[config.mk]
export PLATFORM = sky130hd
export DESIGN_NAME = mult_sched
export DESIGN_NICKNAME = d
export VERILOG_FILES = /design/src/rtl/mult_sched_pkg.sv /design/src/rtl/mult_sched_fifo.sv /design/src/rtl/mult_sched.sv
export SDC_FILE = /design/constraint.sdc
export NUM_CORES = 1
export LEC_CHECK = 0
export CORE_MARGIN = 3
export CORE_UTILIZATION = 39
export CTS_BUF_LIST = sky130_fd_sc_hd__clkbuf_16
export DETAILED_ROUTE_END_ITERATION = 6
export GPL_TIMING_DRIVEN = 0
export HOLD_SLACK_MARGIN = 0.12
export PLACE_DENSITY = 0.75
export SYNTH_ARGS = -nofsm -noshare
export SYNTH_HDL_FRONTEND = slang
export SYNTH_HIERARCHICAL = 1
export SYNTH_SLANG_ARGS = --single-unit
[constraint.sdc]
create_clock -name clk -period 2.8 [get_ports clk]
set_input_delay 0.84 -clock clk [delete_from_list [all_inputs] [get_ports clk]]
set_output_delay 0.84 -clock clk [all_outputs]
set_load 0.02 [all_outputs]
[src/rtl/mult_sched_pkg.sv]
// Shared defaults and tagged-result payload for the shared-multiplier scheduler.
package mult_sched_pkg;

  localparam int unsigned NUM_REQ_DEF        = 4;
  localparam int unsigned DATA_LEN_DEF       = 32;
  localparam int unsigned PIPELINE_STAGE_DEF = 2;
  localparam int unsigned RES_DEPTH_DEF      = 4;
  localparam int unsigned ID_W_DEF           = $clog2(NUM_REQ_DEF);

  typedef struct packed {
    logic [ID_W_DEF-1:0]     id;
    logic [DATA_LEN_DEF-1:0] result;
  } tagged_result_t;

endpackage

[src/rtl/mult_sched_fifo.sv]
// Result FIFO: power-of-two depth, wrapping pointers, synchronous clear, occupancy count.
module mult_sched_fifo #(
  parameter int unsigned WIDTH = 34,
  parameter int unsigned DEPTH = 4
) (
  input  logic                       clk,
  input  logic                       reset_n,
  input  logic                       clear,
  input  logic                       push,
  input  logic [WIDTH-1:0]           push_data,
  input  logic                       pop,
  output logic [WIDTH-1:0]           pop_data,
  output logic [$clog2(DEPTH+1)-1:0] count,
  output logic                       empty
);

  localparam int unsigned PTR_W = $clog2(DEPTH);
  localparam int unsigned CNT_W = $clog2(DEPTH + 1);

  logic [WIDTH-1:0] mem_q [DEPTH];
  logic [PTR_W-1:0] wr_ptr_q, wr_ptr_d;
  logic [PTR_W-1:0] rd_ptr_q, rd_ptr_d;
  logic [CNT_W-1:0] count_q, count_d;

  always_comb begin
    wr_ptr_d = wr_ptr_q;
    rd_ptr_d = rd_ptr_q;
    count_d  = count_q;
    if (clear) begin
      wr_ptr_d = '0;
      rd_ptr_d = '0;
      count_d  = '0;
    end else begin
      if (push) wr_ptr_d = wr_ptr_q + PTR_W'(1);
      if (pop)  rd_ptr_d = rd_ptr_q + PTR_W'(1);
      if (push && !pop)      count_d = count_q + CNT_W'(1);
      else if (!push && pop) count_d = count_q - CNT_W'(1);
    end
  end

  always_ff @(posedge clk or negedge reset_n) begin
    if (!reset_n) begin
      wr_ptr_q <= '0;
      rd_ptr_q <= '0;
      count_q  <= '0;
    end else begin
      wr_ptr_q <= wr_ptr_d;
      rd_ptr_q <= rd_ptr_d;
      count_q  <= count_d;
    end
  end

  // Storage needs no reset: reads are qualified by a non-zero count.
  always_ff @(posedge clk) begin
    if (push && !clear) mem_q[wr_ptr_q] <= push_data;
  end

  assign pop_data = mem_q[rd_ptr_q];
  assign count    = count_q;
  assign empty    = (count_q == '0);

endmodule

[src/rtl/mult_sched.sv]
// Round-robin scheduler sharing one external pipelined multiplier among NUM_REQ requesters,
// with credit-based admission so the in-order result FIFO can never overflow.
module mult_sched
  import mult_sched_pkg::*;
#(
  parameter int unsigned NUM_REQ        = NUM_REQ_DEF,
  parameter int unsigned DATA_LEN       = DATA_LEN_DEF,
  parameter int unsigned PIPELINE_STAGE = PIPELINE_STAGE_DEF,
  parameter int unsigned RES_DEPTH      = RES_DEPTH_DEF
) (
  input  logic                        clk,
  input  logic                        reset_n,
  input  logic [NUM_REQ-1:0]          req_valid,
  output logic [NUM_REQ-1:0]          req_ready,
  input  logic [NUM_REQ*DATA_LEN-1:0] req_a,
  input  logic [NUM_REQ*DATA_LEN-1:0] req_b,
  output logic [DATA_LEN-1:0]         mul_a,
  output logic [DATA_LEN-1:0]         mul_b,
  input  logic [DATA_LEN-1:0]         mul_result,
  output logic                        rsp_valid,
  input  logic                        rsp_ready,
  output logic [$clog2(NUM_REQ)-1:0]  rsp_id,
  output logic [DATA_LEN-1:0]         rsp_result,
  input  logic                        flush,
  output logic                        busy
);

  localparam int unsigned ID_W  = $clog2(NUM_REQ);
  localparam int unsigned CNT_W = $clog2(RES_DEPTH + 1);
  localparam int unsigned SUM_W = CNT_W + 1;
  localparam int unsigned ENT_W = ID_W + DATA_LEN;
  localparam int unsigned LAST  = PIPELINE_STAGE;

  logic [ID_W-1:0]     rr_ptr_q, rr_ptr_d;
  logic [DATA_LEN-1:0] mul_a_q, mul_a_d;
  logic [DATA_LEN-1:0] mul_b_q, mul_b_d;
  logic [LAST:0]       tag_vld_q, tag_vld_d;
  logic [ID_W-1:0]     tag_id_q [LAST+1];
  logic [ID_W-1:0]     tag_id_d [LAST+1];
  logic [CNT_W-1:0]    in_flight_q, in_flight_d;

  logic [DATA_LEN-1:0] op_a [NUM_REQ];
  logic [DATA_LEN-1:0] op_b [NUM_REQ];
  logic [ID_W-1:0]     grant_idx;
  logic                grant_found;
  logic                credit_ok;
  logic                issue;
  logic                push;
  logic                pop;
  logic [ENT_W-1:0]    pop_data;
  logic [CNT_W-1:0]    fifo_count;
  logic                fifo_empty;

  always_comb begin
    for (int unsigned i = 0; i < NUM_REQ; i++) begin
      op_a[i] = req_a[i*DATA_LEN +: DATA_LEN];
      op_b[i] = req_b[i*DATA_LEN +: DATA_LEN];
    end
  end

  // Round-robin search starting at rr_ptr, wrapping modulo NUM_REQ.
  always_comb begin
    int unsigned idx;
    grant_found = 1'b0;
    grant_idx   = '0;
    idx         = 0;
    for (int unsigned k = 0; k < NUM_REQ; k++) begin
      idx = 32'(rr_ptr_q) + k;
      if (idx >= NUM_REQ) idx = idx - NUM_REQ;
      if (!grant_found && req_valid[ID_W'(idx)]) begin
        grant_found = 1'b1;
        grant_idx   = ID_W'(idx);
      end
    end
  end

  // Credits cover both ops still in the multiplier and results waiting in the FIFO.
  assign credit_ok = (SUM_W'(in_flight_q) + SUM_W'(fifo_count)) < SUM_W'(RES_DEPTH);
  assign issue     = grant_found && credit_ok && !flush && reset_n;
  assign req_ready = issue ? (NUM_REQ'(1) << grant_idx) : '0;
  assign push      = tag_vld_q[LAST];
  assign pop       = !fifo_empty && rsp_ready;

  always_comb begin
    int unsigned nxt;
    rr_ptr_d    = rr_ptr_q;
    mul_a_d     = '0;
    mul_b_d     = '0;
    in_flight_d = in_flight_q;
    tag_vld_d   = '0;
    for (int unsigned k = 0; k <= LAST; k++) tag_id_d[k] = '0;
    nxt = 32'(grant_idx) + 1;
    if (nxt >= NUM_REQ) nxt = 0;

    if (flush) begin
      rr_ptr_d    = '0;
      in_flight_d = '0;
    end else begin
      tag_vld_d[0] = issue;
      tag_id_d[0]  = grant_idx;
      for (int unsigned k = 1; k <= LAST; k++) begin
        tag_vld_d[k] = tag_vld_q[k-1];
        tag_id_d[k]  = tag_id_q[k-1];
      end
      if (issue) begin
        rr_ptr_d = ID_W'(nxt);
        mul_a_d  = op_a[grant_idx];
        mul_b_d  = op_b[grant_idx];
      end
      if (issue && !push)      in_flight_d = in_flight_q + CNT_W'(1);
      else if (!issue && push) in_flight_d = in_flight_q - CNT_W'(1);
    end
  end

  always_ff @(posedge clk or negedge reset_n) begin
    if (!reset_n) begin
      rr_ptr_q    <= '0;
      mul_a_q     <= '0;
      mul_b_q     <= '0;
      tag_vld_q   <= '0;
      in_flight_q <= '0;
      for (int unsigned k = 0; k <= LAST; k++) tag_id_q[k] <= '0;
    end else begin
      rr_ptr_q    <= rr_ptr_d;
      mul_a_q     <= mul_a_d;
      mul_b_q     <= mul_b_d;
      tag_vld_q   <= tag_vld_d;
      in_flight_q <= in_flight_d;
      for (int unsigned k = 0; k <= LAST; k++) tag_id_q[k] <= tag_id_d[k];
    end
  end

  mult_sched_fifo #(
    .WIDTH (ENT_W),
    .DEPTH (RES_DEPTH)
  ) u_fifo (
    .clk       (clk),
    .reset_n   (reset_n),
    .clear     (flush),
    .push      (push),
    .push_data ({tag_id_q[LAST], mul_result}),
    .pop       (pop),
    .pop_data  (pop_data),
    .count     (fifo_count),
    .empty     (fifo_empty)
  );

  assign mul_a      = mul_a_q;
  assign mul_b      = mul_b_q;
  assign rsp_valid  = !fifo_empty;
  assign rsp_id     = fifo_empty ? '0 : pop_data[ENT_W-1 -: ID_W];
  assign rsp_result = fifo_empty ? '0 : pop_data[DATA_LEN-1:0];
  assign busy       = (in_flight_q != '0) || (fifo_count != '0);

endmodule

==> metrics.cfg <==
[run_status]
status = complete, but fails checks
violations = setup timing

[cells_and_area]
nNetsFinal = 1403
final_cell_area_mm2 = 0.0157
fin_cells = 1444
drive_gt1_share_pct = 21.0
syn2layout_area_growth_pct = 58.9

[timing]
fin_crit_ps = 2960
drv_slew = 0
fin_skew_ps = 21.0
worst_slack_ps = -157
worstMarginPinSlew_ps = 902
period_share_pct = 106
rsz0062_at_grt = yes
hold_viol_final = 0
setup_viol = 35
clock.fmax_mhz = 338
relSlewSlack_pct = 39.9

[worst_setup_path]
worstSetupStartpoint = req_valid[3]
cp_max_fo = 4
crit_path_end_kind = output port
worstRegToRegCells = 10
cp.required_ps = 1960
path_class = input port to output port
startpoint_type = input port
cp.arrival_ps = 2120
r2r-start = u_fifo/count[1]$_DFFE_PN0P_

[placed_design]
io_buffers = 399
place_inst = 1349
dp_worst_setup_slack_ps = -1340
gp_congestion = 0.927
dpl_cell_area_mm2 = 0.0144
dpl.hpwl_um = 26000

[yosys]
synth_top_area_share_pct = 41.3
synthesis.area_mm2 = 0.00988
ys_seq_area_share_pct = 62.9
yosysTopAreaCell = edfxtp_1
synth_cells = 622
synthDistinctLibCells = 42
synth_edf_count = 136
ys_warn_count = 6
synth_flop_cell = edfxtp_1
synthTopCellsByArea = edfxtp_1 41%, dfrtp_1 22%, mux2i_1 13%, mux4_2 6.4%, o22ai_1 3.9%
ys_async_sr_fraction_pct = 38.5
synth_nets = 930
ys_ff_latch = 221
postSynthAreaPerCell_um2 = 15.9

[detailed_routing]
ant_nets = 0
drt-initial-drc-count = 543
via_count = 7390
route.detailed.drc = 0
drt_pass1_iterations = 5
wire_per_inst_um = 23.8
wirelength_um = 34400
via_per_inst = 5.12

[power_and_ir_drop]
p_leak_nw = 6.04
power_density_mw_per_mm2 = 775
total_power_mw = 12.2
max-vdd-ir-drop_mv = 0.542

[clocking]
cts-root-buf = clkbuf_16
clkTransAtPathRegs_ps = 70
hold_buffers = 0
tritoncts.num_buffers = 23
numClockSinks = 221
clock_path_buffers = 3
cts.htree.levels = 1
insertion_delay_ps = 520
tritoncts = yes

[floorplanning]
ioPinCount = 400
dieWidth_um = 165
std_cell_rows = 57
die_y_um = 165
die_area_mm2 = 0.0273
start_util_pct = 40.1
core_mm2 = 0.0246

[grt]
gr-total-overflow = 0
grtUsageTotal_pct = 24.0
grt_pass1_vias = 7413
grt_max_degree = 51
grt_pass1_wl_um = 47300
antenna_found_initial = 10

[min_path]
hold_path_class = input port to async pin

[flow_run]
maxCapViolations = 0

-- cell families after synthesis --
| family | after synthesis | synth area share [%] |
|---|---|---|
| AOI/OAI and AO/OA | 75 | 4.88 |
| muxes | 162 | 20.9 |
| adders and majority gates | 12 | 1.67 |
| DFF | 221 | 62.9 |
| and+or+nand+nor | 93 | 5.69 |
| buffers and inverters | 51 | 3.23 |
| xor gates and xnor gates | 8 | 0.709 |
-- layout by cell type, fill, tap and decap left out, types with 3 or more instances in the layout --
master,n
clkdlybuf4s50_1,353
edfxtp_1,136
mux2i_1,127
dfrtp_1,82
o22ai_1,61
buf_4,50
nor2b_1,34
mux4_2,34
buf_6,33
clkbuf_16,23
buf_2,21
nor2_1,13
inv_1,12
nor2b_4,11
buf_12,10
clkbuf_1,10
diode_2,8
a211oi_1,8
xnor2_1,6
ha_1,6
and2_4,5
nand2_1,4
ha_4,4
clkinv_2,4
clkinv_1,4
and2_2,4
clkbuf_2,3
clkinv_4,3
and3_1,3
buf_8,3
dfrtp_2,3
-- repair_timing --
action / in CTS / in global routing
buffers inserted: 22 / 25
gates cloned: 0 / 0
endpoints found under the setup margin: 42 / 37
pin swaps: 5 / 13
gates resized for setup: 222 / 76
-- critical path: stages --
cell and delay, ps:
clkdlybuf4s15_1 230, a221o_1 330, and2_4 190, buf_12 130
ha_4 140, and2_4 130, buf_6 120
-- power by group --
group	leakage (nW)	total [mW]	switching, mW	internal, mW
registers	2.38	3.84	0.126	3.71
logic	3.29	5.38	2.61	2.76
clock network	0.379	2.95	1.26	1.69
total	6.04	12.2	3.99	8.17
-- cell type report --
| type | count | area (um2) |
|---|---|---|
| Clock buffer | 23 | 576 |
| Buffer | 39 | 307 |
| Antenna cell | 8 | 20.0 |
| Inverter | 11 | 56.3 |
| Fill cell | 1882 | 8910 |
| Tap cell | 324 | 405 |
| Clock inverter | 19 | 154 |
| Multi-Input combinational cell | 350 | 3520 |
| Sequential cell | 221 | 6210 |
| Timing Repair Buffer | 449 | 4450 |
-- synthesized netlist by cell type (2+ instances only) --
master,count
fa_1,2
mux2i_1,128
clkbuf_1,13
nor3_1,2
edfxtp_1,136
nor3b_1,3
mux4_2,28
nor2_1,15
a211oi_1,8
ha_1,10
mux4_1,6
nand3_1,2
and3_1,3
and2_1,9
nand2_1,5
xor2_1,2
a21oi_1,2
buf_12,3
inv_1,8
buf_2,16
o22ai_1,61
nor2b_1,45
buf_6,7
dfrtp_1,85
xnor2_1,6
-- flip-flops by register name, summed over array words and instances (netlist names), 3 cells and up --
name / flops
u_fifo/mem_q: 136
mul_a: 32
mul_b: 32
tag_id_q: 6
in_flight_q: 3
tag_vld_q: 3
u_fifo/count: 3
-- final timing paths --
path	slack, ps	endpoint
hold reg to reg	440	tag_id_q[0]$_DFF_PN0_
hold / removal	190	mul_b[14]$_DFF_PN0_
setup reg to reg	390	in_flight_q[2]$_DFFE_PN0P_
max in group asynchronous	2000	rr_ptr_q[1]$_DFFE_PN0P_
setup / recovery	-160	req_ready[3]
min in group clk	440	tag_id_q[0]$_DFF_PN0_
-- per-stage QoR --
stage,utilization [%],TNS (ps),hold slack [ps]
after floorplan,-,-17.9,439
after global placement,58.2,-594960,441
after detailed placement,58.6,-42260,447
after CTS,62.1,-4580,216
after global routing,63.8,-5690,193
final,63.8,-3450,186
-- metal layers --
layer  global-route usage, %  part of all wire (%)  vias to the layer above  wire length (um)
met5                       0                  0.11                        -                38
met3                    9.63                    12                       50              4070
met4                    7.28                   2.1                        6               725
met2                    38.2                    50                      350             17000
li1                        -                     -                     3357                 -
met1                    30.2                    36                     3627             12500
Note: power is estimated with default switching activity, not from simulation.
==> RTL change, RTL diff (same settings) <==
Make the reset (`reset_n`) synchronous in 2 clocked blocks.
--- a/src/rtl/mult_sched_fifo.sv
+++ b/src/rtl/mult_sched_fifo.sv
@@ -39,5 +39,5 @@
   end
 
-  always_ff @(posedge clk or negedge reset_n) begin
+  always_ff @(posedge clk) begin
     if (!reset_n) begin
       wr_ptr_q <= '0;
--- a/src/rtl/mult_sched.sv
+++ b/src/rtl/mult_sched.sv
@@ -113,5 +113,5 @@
   end
 
-  always_ff @(posedge clk or negedge reset_n) begin
+  always_ff @(posedge clk) begin
     if (!reset_n) begin
       rr_ptr_q    <= '0;
Formal check against the unedited RTL: differs if reset_n is asserted again (counterexample within 4 cycles, from zero or initial values and one cycle with reset_n low); with reset_n held inactive, the same outputs for 4 cycles.
==> RTL change against the original RTL <==
  * The flow still finishes with violations (setup timing)
  * Cell area decreased by 1.2%
  * Setup slack got worse by 0.13 ns
  * Count of clock-buffer cells in the layout increased by 2
  * Wire length decreased by 6.8%
  * Synthesized area decreased by 3.9%
  * Clock skew decreased by 0.014 ns
  * Sequential cell count increased by 2
  * Die area decreased by 3.8%
  * Largest cell class unchanged
Power is not compared: it rests on default switching activity, and its combinational part moved more than twofold at a synthesized area within 25%.
==> RTL change: results (changes against the original RTL) <==
status: complete, but fails checks (unchanged)
violated checks: setup timing (unchanged)
setup violators final: 25 (was 35)
Initial Util: 0.4007 (was 0.4015)
Final #Nets: 1389 (was 1403)
latest clock arrival within the worst-skew pair: 0.50 ns (was 0.52 ns)
first-pass GRT wire length: 45.47 mm (was 47.27 mm)
initial drt markers: 332 (was 543)
sequential area share after synthesis: 0.6138 (was 0.6288)
Max Clock Skew: 0.006583 ns (was 0.02098 ns)
WL per Instance: 22.58 um (was 23.82 um)
TritonRoute pass-1 iters: 4 (was 5)
WP data arrival: 2.25 ns (was 2.12 ns)
Post-DP HPWL: 23.43 mm (was 26.04 mm)
Synth cell types: 38 (was 42)
top post-synthesis cells by area: edfxtp_1 (43%), dfxtp_1 (18%), mux2i_1 (14%) (was edfxtp_1 (41%), dfrtp_1 (22%), mux2i_1 (13%))
Async SR Flop Fraction: 0 (was 0.3846)
Hold Crit Class: reg2reg (was in2async)
Synth top cells by count: edfxtp_1 (136), mux2i_1 (132), dfxtp_1 (87), o22ai_1 (65), nor2b_1 (39) (was edfxtp_1 (136), mux2i_1 (128), dfrtp_1 (85), o22ai_1 (61), nor2b_1 (45))
Syn Nets: 929 (was 930)
vias in the first global route: 7525 (was 7413)
final WL: 32.06 mm (was 34.40 mm)
Place WS: -1.848 ns (was -1.343 ns)
CP Max Fanout: 7 (was 4)
largest net degree at the start of global routing: 35 (was 51)
port bufs: 399 (unchanged)
Slowest-stage cell, CP: or4_4 (was a221o_1)
initial antenna violation count: 4 (was 10)
Worst Max-Slew Pin Slew: 0.9226 ns (was 0.9018 ns)
# fillers: 1774 (was 1882)
share of layout cells above drive strength 1: 0.2197 (was 0.2095)
Synth Area per Inst: 15.33 sq um (was 15.88 sq um)
final worst slack: -0.2897 ns (was -0.1571 ns)
gr usage total: 0.2290 (was 0.2398)
TritonCTS Buffers: 24 (was 23)
total negative slack: -1.850 ns (was -3.454 ns)
DP Area: 13950 sq um (was 14420 sq um)
Placed Cells: 1339 (was 1349)
Largest stage delay, worst path: 0.50 ns (was 0.33 ns)
Synth top area share: 0.4303 (was 0.4134)
gpl congestion: 0.8979 (was 0.9272)
detailed-route via count: 7089 (was 7390)
[RTL change: cell types whose count changed in the layout (fill, tap and decap cells not counted), moves of 6 or more]
cell / before / now
dfxtp_1: 0 / 82
nor2b_4: 11 / 30
a211oi_1: 8 / 0
dfrtp_1: 82 / 0
buf_6: 33 / 52
clkbuf_1: 10 / 1
and2_1: 0 / 6
nor2b_1: 34 / 9
buf_4: 50 / 24
[RTL change: report_power, final]
| group | total, W | internal [W] | switching [W] |
|---|---|---|---|
| clock | 0.00327 | 0.00199 | 0.00128 |
| combinational | 0.00124 | 0.000729 | 0.000511 |
| sequential | 0.00357 | 0.00354 | 0.0000253 |
[RTL change: cell families (layout without fill, tap and decap cells)]
logic type,Yosys count,after routing,share of synthesized area
compound gates,77,77,0.05300
xor+xnor,7,7,0.006460
fa+ha+maj,14,14,0.02004
buf+inv,51,529,0.03402
flops,223,223,0.6138
mux,166,166,0.2215
other cells,0,4,0
simple gates,81,81,0.05115
[RTL change: what timing repair did]
item / 4_1_cts / 5_1_grt
gates cloned: 2 / 0
resized for setup: 257 / 117
setup buffers: 27 / 13
setup endpoints to repair: 110 / 39
pin swaps: 11 / 6
[RTL change: layout make-up]
type | count | area [sq um] | area share
well taps | 319 | 399.1 | 0.02573
repair buffers | 440 | 4489 | 0.2894
multi-input cells | 345 | 3643 | 0.2348
clock inverters | 19 | 198.9 | 0.01282
clock buffers | 25 | 625.6 | 0.04032
inverters | 11 | 41.29 | 0.002661
diodes | 4 | 10.01 | 0.0006452
flip-flops and latches | 223 | 5837 | 0.3762
plain buffers | 34 | 270.3 | 0.01742
[RTL change: critical path: cells and delay by family]
family                 cells  cell delay, ns
and+or+nand+nor            3            0.78
AOI/OAI and AO/OA          1            0.22
buffers and inverters      3            0.40
[RTL change: layer usage]
| layer | global-route usage | share of wire | routed length [um] | vias up |
|---|---|---|---|---|
| met4 | 0.05428 | 0.020 | 652 | 0 |
| met3 | 0.07498 | 0.085 | 2736 | 45 |
| met5 | 0 | 0 | 0 | - |
| li1 | - | - | - | 3309 |
| met2 | 0.4232 | 0.54 | 17360 | 273 |
| met1 | 0.2556 | 0.35 | 11310 | 3462 |
[RTL change: worst paths after layout]
path                                        to           start  cells after the start  slack (ns)
worst max-delay path              req_ready[0]           flush                      7       -0.29
worst min-delay path            tag_id_q[0][3]  tag_id_q[0][1]                      1        0.43
worst max register to register  in_flight_q[2]  in_flight_q[2]                     13       -0.15
worst min register to register  tag_id_q[0][3]  tag_id_q[0][1]                      1        0.43
